### src/rtl/snn_inference_sequencer.sv
// Sequences one SNN inference: streams the stored image to the core, pulses start, waits for done or watchdog.
// Latency: request edge -> LOAD next cycle; IMAGE_SIZE pixel beats; CORE_START one cycle after the last beat.
// Backpressure: pixel stream stalls (VALID, index, pixel held) while CORE_PIXEL_READY is low.
//
// Ports:
//   ACLK / ARESETN          clock, synchronous active-low reset
//   NEW_IMAGE               level from register file; each rising edge requests one inference
//   PIX_ADDR / PIX_DATA     combinational read port into the register-file image array
//   CORE_PIXEL*             valid/ready pixel stream to the core (pixel + index)
//   CORE_START / CORE_DONE  one-cycle start pulse out, one-cycle completion pulse in
//   CORE_DIGIT              core result, sampled when CORE_DONE is high in RUN
//   COPROCESSOR_RDY         result valid and no inference in progress
//   INFERED_DIGIT / TIMEOUT last result (8'hFF on watchdog abort) and abort flag
//   BUSY                    sequencer not idle
module snn_inference_sequencer #(
    parameter int IMAGE_SIZE      = 256,
    parameter int IMAGE_SIZE_BITS = $clog2(IMAGE_SIZE),
    parameter int PIXEL_BITS      = 8,
    parameter int TIMEOUT_CYCLES  = 65536,
    parameter int TIMER_BITS      = $clog2(TIMEOUT_CYCLES)
) (
    input  logic                       ACLK,
    input  logic                       ARESETN,
    input  logic                       NEW_IMAGE,
    output logic [IMAGE_SIZE_BITS-1:0] PIX_ADDR,
    input  logic [PIXEL_BITS-1:0]      PIX_DATA,
    output logic [PIXEL_BITS-1:0]      CORE_PIXEL,
    output logic [IMAGE_SIZE_BITS-1:0] CORE_PIXEL_IDX,
    output logic                       CORE_PIXEL_VALID,
    input  logic                       CORE_PIXEL_READY,
    output logic                       CORE_START,
    input  logic                       CORE_DONE,
    input  logic [7:0]                 CORE_DIGIT,
    output logic                       COPROCESSOR_RDY,
    output logic [7:0]                 INFERED_DIGIT,
    output logic                       TIMEOUT,
    output logic                       BUSY
);

    typedef enum logic [1:0] {
        S_IDLE  = 2'd0,
        S_LOAD  = 2'd1,
        S_START = 2'd2,
        S_RUN   = 2'd3
    } state_t;

    localparam logic [IMAGE_SIZE_BITS-1:0] LAST_IDX  = IMAGE_SIZE_BITS'(IMAGE_SIZE - 1);
    localparam logic [TIMER_BITS-1:0]      LAST_TICK = TIMER_BITS'(TIMEOUT_CYCLES - 1);

    state_t                       state;
    logic [IMAGE_SIZE_BITS-1:0]   pixel_idx;
    logic [TIMER_BITS-1:0]        timer;
    logic                         pending;
    logic                         new_image_q;
    logic                         core_start_q;
    logic                         rdy_q;
    logic [7:0]                   digit_q;
    logic                         timeout_q;
    logic                         req;

    // A level held high yields exactly one request.
    assign req = NEW_IMAGE & ~new_image_q;

    always_ff @(posedge ACLK) begin
        if (!ARESETN) begin
            state        <= S_IDLE;
            pixel_idx    <= '0;
            timer        <= '0;
            pending      <= 1'b0;
            new_image_q  <= 1'b0;
            core_start_q <= 1'b0;
            rdy_q        <= 1'b0;
            digit_q      <= 8'h00;
            timeout_q    <= 1'b0;
        end else begin
            new_image_q  <= NEW_IMAGE;
            core_start_q <= 1'b0;

            // Only one request can be queued behind the running inference;
            // later ones collapse into the same pending flag.
            if (req && (state != S_IDLE)) begin
                pending <= 1'b1;
            end

            case (state)
                S_IDLE: begin
                    if (req || pending) begin
                        state     <= S_LOAD;
                        pending   <= 1'b0;
                        pixel_idx <= '0;
                        rdy_q     <= 1'b0;
                    end
                end
                S_LOAD: begin
                    if (CORE_PIXEL_READY) begin
                        if (pixel_idx == LAST_IDX) begin
                            pixel_idx    <= '0;
                            state        <= S_START;
                            // Registered so the pulse lines up with the START cycle.
                            core_start_q <= 1'b1;
                        end else begin
                            pixel_idx <= pixel_idx + IMAGE_SIZE_BITS'(1);
                        end
                    end
                end
                S_START: begin
                    timer <= '0;
                    state <= S_RUN;
                end
                S_RUN: begin
                    // Completion takes priority over a watchdog expiry in the same cycle.
                    if (CORE_DONE) begin
                        digit_q   <= CORE_DIGIT;
                        timeout_q <= 1'b0;
                        rdy_q     <= 1'b1;
                        state     <= S_IDLE;
                    end else if (timer == LAST_TICK) begin
                        digit_q   <= 8'hFF;
                        timeout_q <= 1'b1;
                        rdy_q     <= 1'b1;
                        state     <= S_IDLE;
                    end else begin
                        timer <= timer + TIMER_BITS'(1);
                    end
                end
                default: state <= S_IDLE;
            endcase
        end
    end

    assign PIX_ADDR         = pixel_idx;
    assign CORE_PIXEL_IDX   = pixel_idx;
    assign CORE_PIXEL       = PIX_DATA;
    assign CORE_PIXEL_VALID = (state == S_LOAD);
    assign CORE_START       = core_start_q;
    assign COPROCESSOR_RDY  = rdy_q;
    assign INFERED_DIGIT    = digit_q;
    assign TIMEOUT          = timeout_q;
    assign BUSY             = (state != S_IDLE);

endmodule
### config.mk
export PLATFORM = sky130hd
export DESIGN_NAME = snn_inference_sequencer
export DESIGN_NICKNAME = d
export VERILOG_FILES = /design/src/rtl/snn_inference_sequencer.sv
export SDC_FILE = /design/constraint.sdc
export NUM_CORES = 1
export LEC_CHECK = 0
export ABC_CLOCK_PERIOD_IN_PS = 4400
export CORE_ASPECT_RATIO = 2
export CORE_UTILIZATION = 67
export CTS_CLUSTER_SIZE = 10
export DETAILED_ROUTE_END_ITERATION = 6
export DONT_BUFFER_PORTS = 1
export GPL_ROUTABILITY_DRIVEN = 0
export GPL_TIMING_DRIVEN = 1
export PLACE_DENSITY = 0.9
export SKIP_LAST_GASP = 1
export SLEW_MARGIN = 0
export SYNTH_ARGS = -nofsm -noshare
export SYNTH_HDL_FRONTEND = slang
export SYNTH_SLANG_ARGS = --single-unit
### constraint.sdc
create_clock -name ACLK -period 4.4 [get_ports ACLK]
set_input_delay 0.88 -clock ACLK [delete_from_list [all_inputs] [get_ports ACLK]]
set_output_delay 0.88 -clock ACLK [all_outputs]
set_load 0.02 [all_outputs]
==> qor.csv, run 1 <==
stage,metric,value,unit
outcome,status,finished clean,
power_and_ir_drop,powerDensity,414,mW/mm2
grt,grt_pass1_wl,7.40,mm
logic_synthesis,synth_area,0.00218,mm2
final_layout,antenna_cells,0,
cts,cts_buffers,5,
worst_setup_path,ff2ff_path_depth,6,
logic_synthesis,synth-seq-cells,39,
place,post-place-ws,1950,ps
cts,h-tree-depth,2,
logic_synthesis,ys_seq_area_share,35.8,%
logic_synthesis,synthArstFlopShare,0,%
worst_setup_path,worstSetupPathType,reg2reg,
sta,fin_worst_skew,4.81,ps
floorplanning,die_w,42.4,um
sta,tns,0,ps
sta,period_needed,2550,ps
place,dp.cells,251,
final_layout,fin_area,0.00214,mm2
grt,grtUsageTotal,27.2,%
cts,cts_tree,built,
detailed_routing,vias,1848,
cts,clk_path_buf_depth,2,
cts,cts_root_buf,clkbuf_8,
final_layout,nNetsFinal,255,
floorplanning,row_count,29,
logic_synthesis,yosys-top-cells-count,"dfxtp_1, nand2_1, buf_4",
cts,clock_sinks,39,
min_path,worstHoldPathType,reg2reg,
detailed_routing,antenna_left,0,
grt,antenna_found_initial,0,
logic_synthesis,synthDistinctLibCells,51,
detailed_routing,wl_per_cell,18.1,um
worst_setup_path,crit_fanout,14,
floorplanning,io_pins,58,
grt,grt_max_degree,31,
cts,clkSlewWorstSetupHoldPaths,80,ps
cts,cts_setup_buffers,0,
sta,hold_viol_final,0,
sta,fmax,393,MHz
sta,setup_viol,0,
sta,slew_viol_final,0,
final_layout,layoutNonFillerInstCount,259,
logic_synthesis,netlist.area_leader.share,35.8,%
worst_setup_path,cp-start-kind,flop,
place,place_area,0.00203,mm2
cts,cts_resized,0,
floorplanning,start_util,69.9,%
worst_setup_path,endpoint_kind,flop,
logic_synthesis,synth_area_leaders,"dfxtp_1, buf_4, o221a_2, ha_1, nand2_1",
floorplanning,core_area,0.00312,mm2
place,dp_hpwl,3.39,mm
sta,max-slew-margin-rel,47.8,%
place,portBuffers,0,
logic_synthesis,yosys_warnings,0,
sta,fin_ws,1850,ps
logic_synthesis,synth_edf_count,0,
final_layout,drive_gt1_share,12.3,%
floorplanning,die_area,0.00350,mm2
worst_setup_path,slowest_delay,740,ps
min_path,worstHoldPathCells,2,
logic_synthesis,syn_nets,273,
sta,min_period_over_period,57.9,%
cts,worst_skew_pair.late_latency,290,ps
logic_synthesis,syn_avg_cell_area,8.91,um2
logic_synthesis,synthFlopType,dfxtp_1,
detailed_routing,drtIter0Drc,61,
worst_setup_path,required,4640,ps
grt,overflow,0,
detailed_routing,drt-total-wl,4.69,mm
logic_synthesis,synth_cells,245,
power_and_ir_drop,leakagePower,0.000715,uW
sta,whs,489,ps
run,maxCapViolations,0,
detailed_routing,drtPass1Iterations,4,
cts,hold_buffers,0,
floorplanning,die_h,82.7,um
sta,tightest_slew,776,ps
worst_setup_path,critical-path-slowest-cell,nor4_2,
detailed_routing,viasPerCell,7.14,
logic_synthesis,synth_most_common_cell,dfxtp_1,
worst_setup_path,path_cells,ha_1 -> nand4_2 -> nor4_2 -> buf_4 -> o21a_1 -> o221a_2,
worst_setup_path,arrival,2780,ps
final_layout,synthToLayoutAreaGrowth,-2.06,%
logic_synthesis,synth_top_cell_by_area,dfxtp_1,
grt,grt_pass1_vias,1697,
sta,rsz0062_at_grt,false,
detailed_routing,route.detailed.drc,0,
power_and_ir_drop,vdd_ir_drop_max,0.233,mV
layout make-up:
cell class                 instances  area [um2]
clock buffer                       7        96.3
tap                               31        38.8
timing repair buffer               2        15.0
clock inverter                     1        7.51
multi-input combinational        166        1150
sequential                        39         781
fill                             242         983
inverter                          13        48.8
registers in the layout (all words and copies together) (netlist names):
signal and cells:
CORE_PIXEL_IDX 8, TIMEOUT 1, INFERED_DIGIT 8, timer 16, state 2, COPROCESSOR_RDY 1
new_image_q 1, pending 1, CORE_START 1
kinds of logic after synthesis:
family,share of synthesized area [%]
multiplexers,3.27
XOR/XNOR,0.401
AND/OR/NAND/NOR,23.9
flip-flops,35.8
buffers and inverters,11.8
AO/OA/AOI/OAI,20.8
adder cells (fa/ha/maj),4.01
worst paths after layout:
check,start,endpoint,slack (ps)
max,timer[0],INFERED_DIGIT[0],1850
max reg2reg,timer[0],INFERED_DIGIT[0],1850
min reg2reg,timer[13],timer[13],490
min,timer[13],timer[13],490
critical path, delay by kind of cell, from the launching register on:
kind / cells / cell delay (ps)
buffers and inverters: 1 / 310
DFF: 1 / 420
AOI/OAI and AO/OA: 2 / 540
and+or+nand+nor: 2 / 960
adders and majority gates: 1 / 250
per-stage QoR:
stage	power, uW	util (%)
2_1_floorplan	589	-
3_3_place_gp	615	65.2
3_5_place_dp	621	65.2
4_1_cts	886	68.5
5_1_grt	922	68.5
6_report	885	68.5
routing by layer:
| metal | vias up | share of wire [%] | track usage, % | wire length [um] |
|---|---|---|---|---|
| met3 | 20 | 6.4 | 7.17 | 299 |
| met4 | 0 | 3.8 | 18.8 | 178 |
| met1 | 878 | 35 | 25.3 | 1660 |
| met2 | 86 | 54 | 50.0 | 2550 |
| li1 | 864 | - | - | - |
| met5 | - | 0 | 0 | 0 |
where the power goes:
part,switching [uW],internal (uW)
registers,31.5,371
logic,142,72.7
clock network,125,143
total,298,586
layout by cell type, fill, tap and decap left out, types with 2 or more instances in the layout:
cell,n
inv_1,12
o221a_2,8
nand3_1,13
or4_1,5
and2_1,3
or3_1,7
o21ai_0,8
nand2b_1,5
clkbuf_8,7
nor3_1,7
a21oi_1,14
nand4_1,5
nor4_1,3
nor2_1,4
nor2b_1,3
and3_1,3
nand2_1,21
o211ai_1,6
ha_1,7
dfxtp_1,39
o31ai_1,6
nand3b_1,4
o21a_1,2
a31oi_1,4
buf_4,2
mux2i_1,6
(Power assumes the default switching activity.)
==> run 2: changes to the inputs <==
- ABC_CLOCK_PERIOD_IN_PS: 4400 -> 2080
- CORE_UTILIZATION: 67 -> 57
- PLACE_DENSITY: 0.9 -> 0.82
- clock period: 4.4 -> 2.08 ns (I/O delays scaled with it)
==> run 2 against run 1 <==
Hold slack worse by 240 ps. Routed wire length is 8.9% higher. Non-clock buffer count increased by 20. Worst setup slack lost 1800 ps. Core utilization shrank 4.3 points. Total power is 130% higher. Design area is 9.5% higher. Critical endpoint is now timer[8]. Largest cell class unchanged.
==> qor.csv, run 2 (same netlist as run 1, synthesis figures left out) <==
stage,metric,value,unit,change
outcome,status,finished clean,,
run,maxCapViolations,0,,unchanged
power_and_ir_drop,vdd_ir_drop_max,0.625,mV,+170%
grt,grt_max_degree,31,,unchanged
sta,hold_viol_final,0,,unchanged
min_path,hp-start,NEW_IMAGE,,
sta,tightest_slew,566,ps,-210 ps
detailed_routing,top_layer,met4,,
cts,cts_resized,0,,unchanged
detailed_routing,wl_met1,1.82,mm,+9.7%
grt,grt_pass1_vias,1894,,+12%
cts,clock_sinks,39,,unchanged
cts,cts_tree,built,,
sta,rsz0062_at_grt,true,,
floorplanning,io_pins,58,,unchanged
cts,h-tree-depth,2,,unchanged
detailed_routing,wl_met2,2.83,mm,+11%
min_path,worstHoldPathType,in2reg,,
power_and_ir_drop,leakagePower,0.000841,uW,+18%
worst_setup_path,reg2reg_to,timer[8],,
detailed_routing,route.detailed.drc,0,,unchanged
worst_setup_path,worstPathBufferInverterCount,0,,-1
worst_setup_path,r2r-start,timer[0],,
worst_setup_path,arrival,2200,ps,-580 ps
final_layout,drive_gt1_share,21.0,%,+8.7 points
detailed_routing,viasPerCell,6.45,,-9.5%
worst_setup_path,required,2280,ps,-2360 ps
cts,clkSlewWorstSetupHoldPaths,80,ps,about the same
worst_setup_path,worstSetupPathType,reg2reg,,
cts,clk_path_buf_depth,2,,unchanged
sta,fmax,499,MHz,+27%
floorplanning,core_area,0.00365,mm2,+17%
final_layout,mostFrequentLayoutCells,"dfxtp_1, buf_4, nand2_1, a21oi_1, nand3_1",,
sta,slew_viol_final,0,,unchanged
grt,grtUsageTotal,25.9,%,-1.2 points
floorplanning,row_count,31,,+6.9%
sta,period_needed,2000,ps,-543 ps
final_layout,layout_commonest_cell,dfxtp_1,,
power_and_ir_drop,powerDensity,858,mW/mm2,+110%
place,post-place-ws,79.4,ps,-1870 ps
sta,max-slew-margin-rel,62.1,%,+14 points
worst_setup_path,ff2ff_path_depth,5,,-1
cts,cts_root_buf,clkbuf_8,,
detailed_routing,wl_per_cell,17.2,um,-5.0%
sta,fin_worst_skew,5.37,ps,+0.559 ps
floorplanning,die_w,45.8,um,+8.0%
floorplanning,die_h,89.5,um,+8.2%
sta,min_period_over_period,96.4,%,+38 points
sta,tns,0,ps,unchanged
detailed_routing,vias,1917,,+3.7%
floorplanning,start_util,59.8,%,-10 points
detailed_routing,met3WireLength,252,um,-16%
final_layout,antenna_cells,0,,unchanged
sta,whs,244,ps,-245 ps
cts,cts_buffers,5,,unchanged
place,dp_hpwl,3.71,mm,+9.4%
detailed_routing,drtIter0Drc,61,,unchanged
detailed_routing,drt-total-wl,5.11,mm,+8.9%
cts,cts_setup_buffers,0,,unchanged
grt,grt_pass1_wl,7.92,mm,+7.0%
worst_setup_path,r2r_setup_slack,80,ps,-1780 ps
worst_setup_path,cp-start-kind,flop,,
detailed_routing,antenna_left,0,,unchanged
worst_setup_path,crit_fanout,6,,-8
sta,fin_ws,75.7,ps,-1780 ps
worst_setup_path,critical-path-slowest-cell,or4_4,,
worst_setup_path,slowest_delay,600,ps,-140 ps
floorplanning,die_area,0.00409,mm2,+17%
worst_setup_path,endpoint_kind,flop,,
worst_setup_path,path_cells,ha_2 -> nand4_2 -> or4_4 -> a311o_1 -> o41ai_1,,
final_layout,largest_reg_flops,16,,unchanged
place,portBuffers,0,,unchanged
min_path,hold_path_end,new_image_q,,
cts,worst_skew_pair.late_latency,290,ps,about the same
grt,overflow,0,,unchanged
final_layout,layoutNonFillerInstCount,297,,+15%
place,dp.cells,289,,+15%
final_layout,regMostFlops,timer,,
cts,hold_buffers,0,,unchanged
final_layout,nNetsFinal,275,,+7.8%
worst_setup_path,crit_family,simple AND/OR/NAND/NOR gates,,
detailed_routing,drtPass1Iterations,5,,+1
min_path,worstHoldPathCells,1,,-1
sta,setup_viol,0,,unchanged
final_layout,synthToLayoutAreaGrowth,7.22,%,
grt,antenna_found_initial,0,,unchanged
run 2: cell types whose count changed in the layout (fill, tap and decap cells not counted), sizes merged:
| cell | delta |
|---|---|
| buf | +20 |
| clkbuf | -2 |
| clkinv | +2 |
| bufinv | +1 |
| clkinvlp | -1 |
run 2: worst max path at each step:
stage / start / to / slack [ps] / cells after the start
2_1_floorplan: timer[0] / timer[1] / 90 / 7
3_3_place_gp: timer[0] / timer[8] / 140 / 5
3_5_place_dp: timer[0] / timer[8] / 80 / 5
4_1_cts: timer[0] / INFERED_DIGIT[5] / 40 / 6
5_1_grt: timer[0] / timer[8] / -30 / 5
6_report: timer[0] / timer[8] / 80 / 5
run 2: through the flow:
step	instance area, um2	total power (uW)	util [%]
6_report	2340	2010	64.2
2_1_floorplan	2180	1250	-
3_3_place_gp	2210	1360	60.5
4_1_cts	2320	2000	63.6
5_1_grt	2340	2100	64.2
3_5_place_dp	2210	1370	60.5
run 2: cell type report:
cell class,instances,area [um2]
Fill cell,318,1310
Tap cell,49,61.3
Timing Repair Buffer,22,165
Sequential cell,39,781
Clock inverter,3,43.8
Multi-Input combinational cell,166,1170
Clock buffer,5,68.8
Inverter,13,48.8
run 2: power by group:
| part | leakage [uW] | switching, uW | total (uW) | internal [uW] |
|---|---|---|---|---|
| sequential | 0.000315 | 44.4 | 829 | 785 |
| clock | 0.0000581 | 280 | 637 | 357 |
| combinational | 0.000468 | 338 | 541 | 203 |
run 2: per-layer routing:
| metal | up-vias | track usage [%] |
|---|---|---|
| met3 | 19 | 4.04 |
| met1 | 920 | 25.0 |
| li1 | 909 | - |
| met4 | 0 | 17.6 |
| met2 | 69 | 47.3 |
| met5 | - | 0 |
run 2: worst register-to-register path: stages, from the launching register on:
cell and delay [ps]:
dfxtp_1 430, ha_2 250, nand4_2 180, or4_4 600, a311o_1 380, o41ai_1 60
==> run 3: changes to the inputs <==
- HOLD_SLACK_MARGIN: default -> 0.15
==> results of run 3 <==
Same layout as run 2: the final DEF is identical, and so are final timing and power.
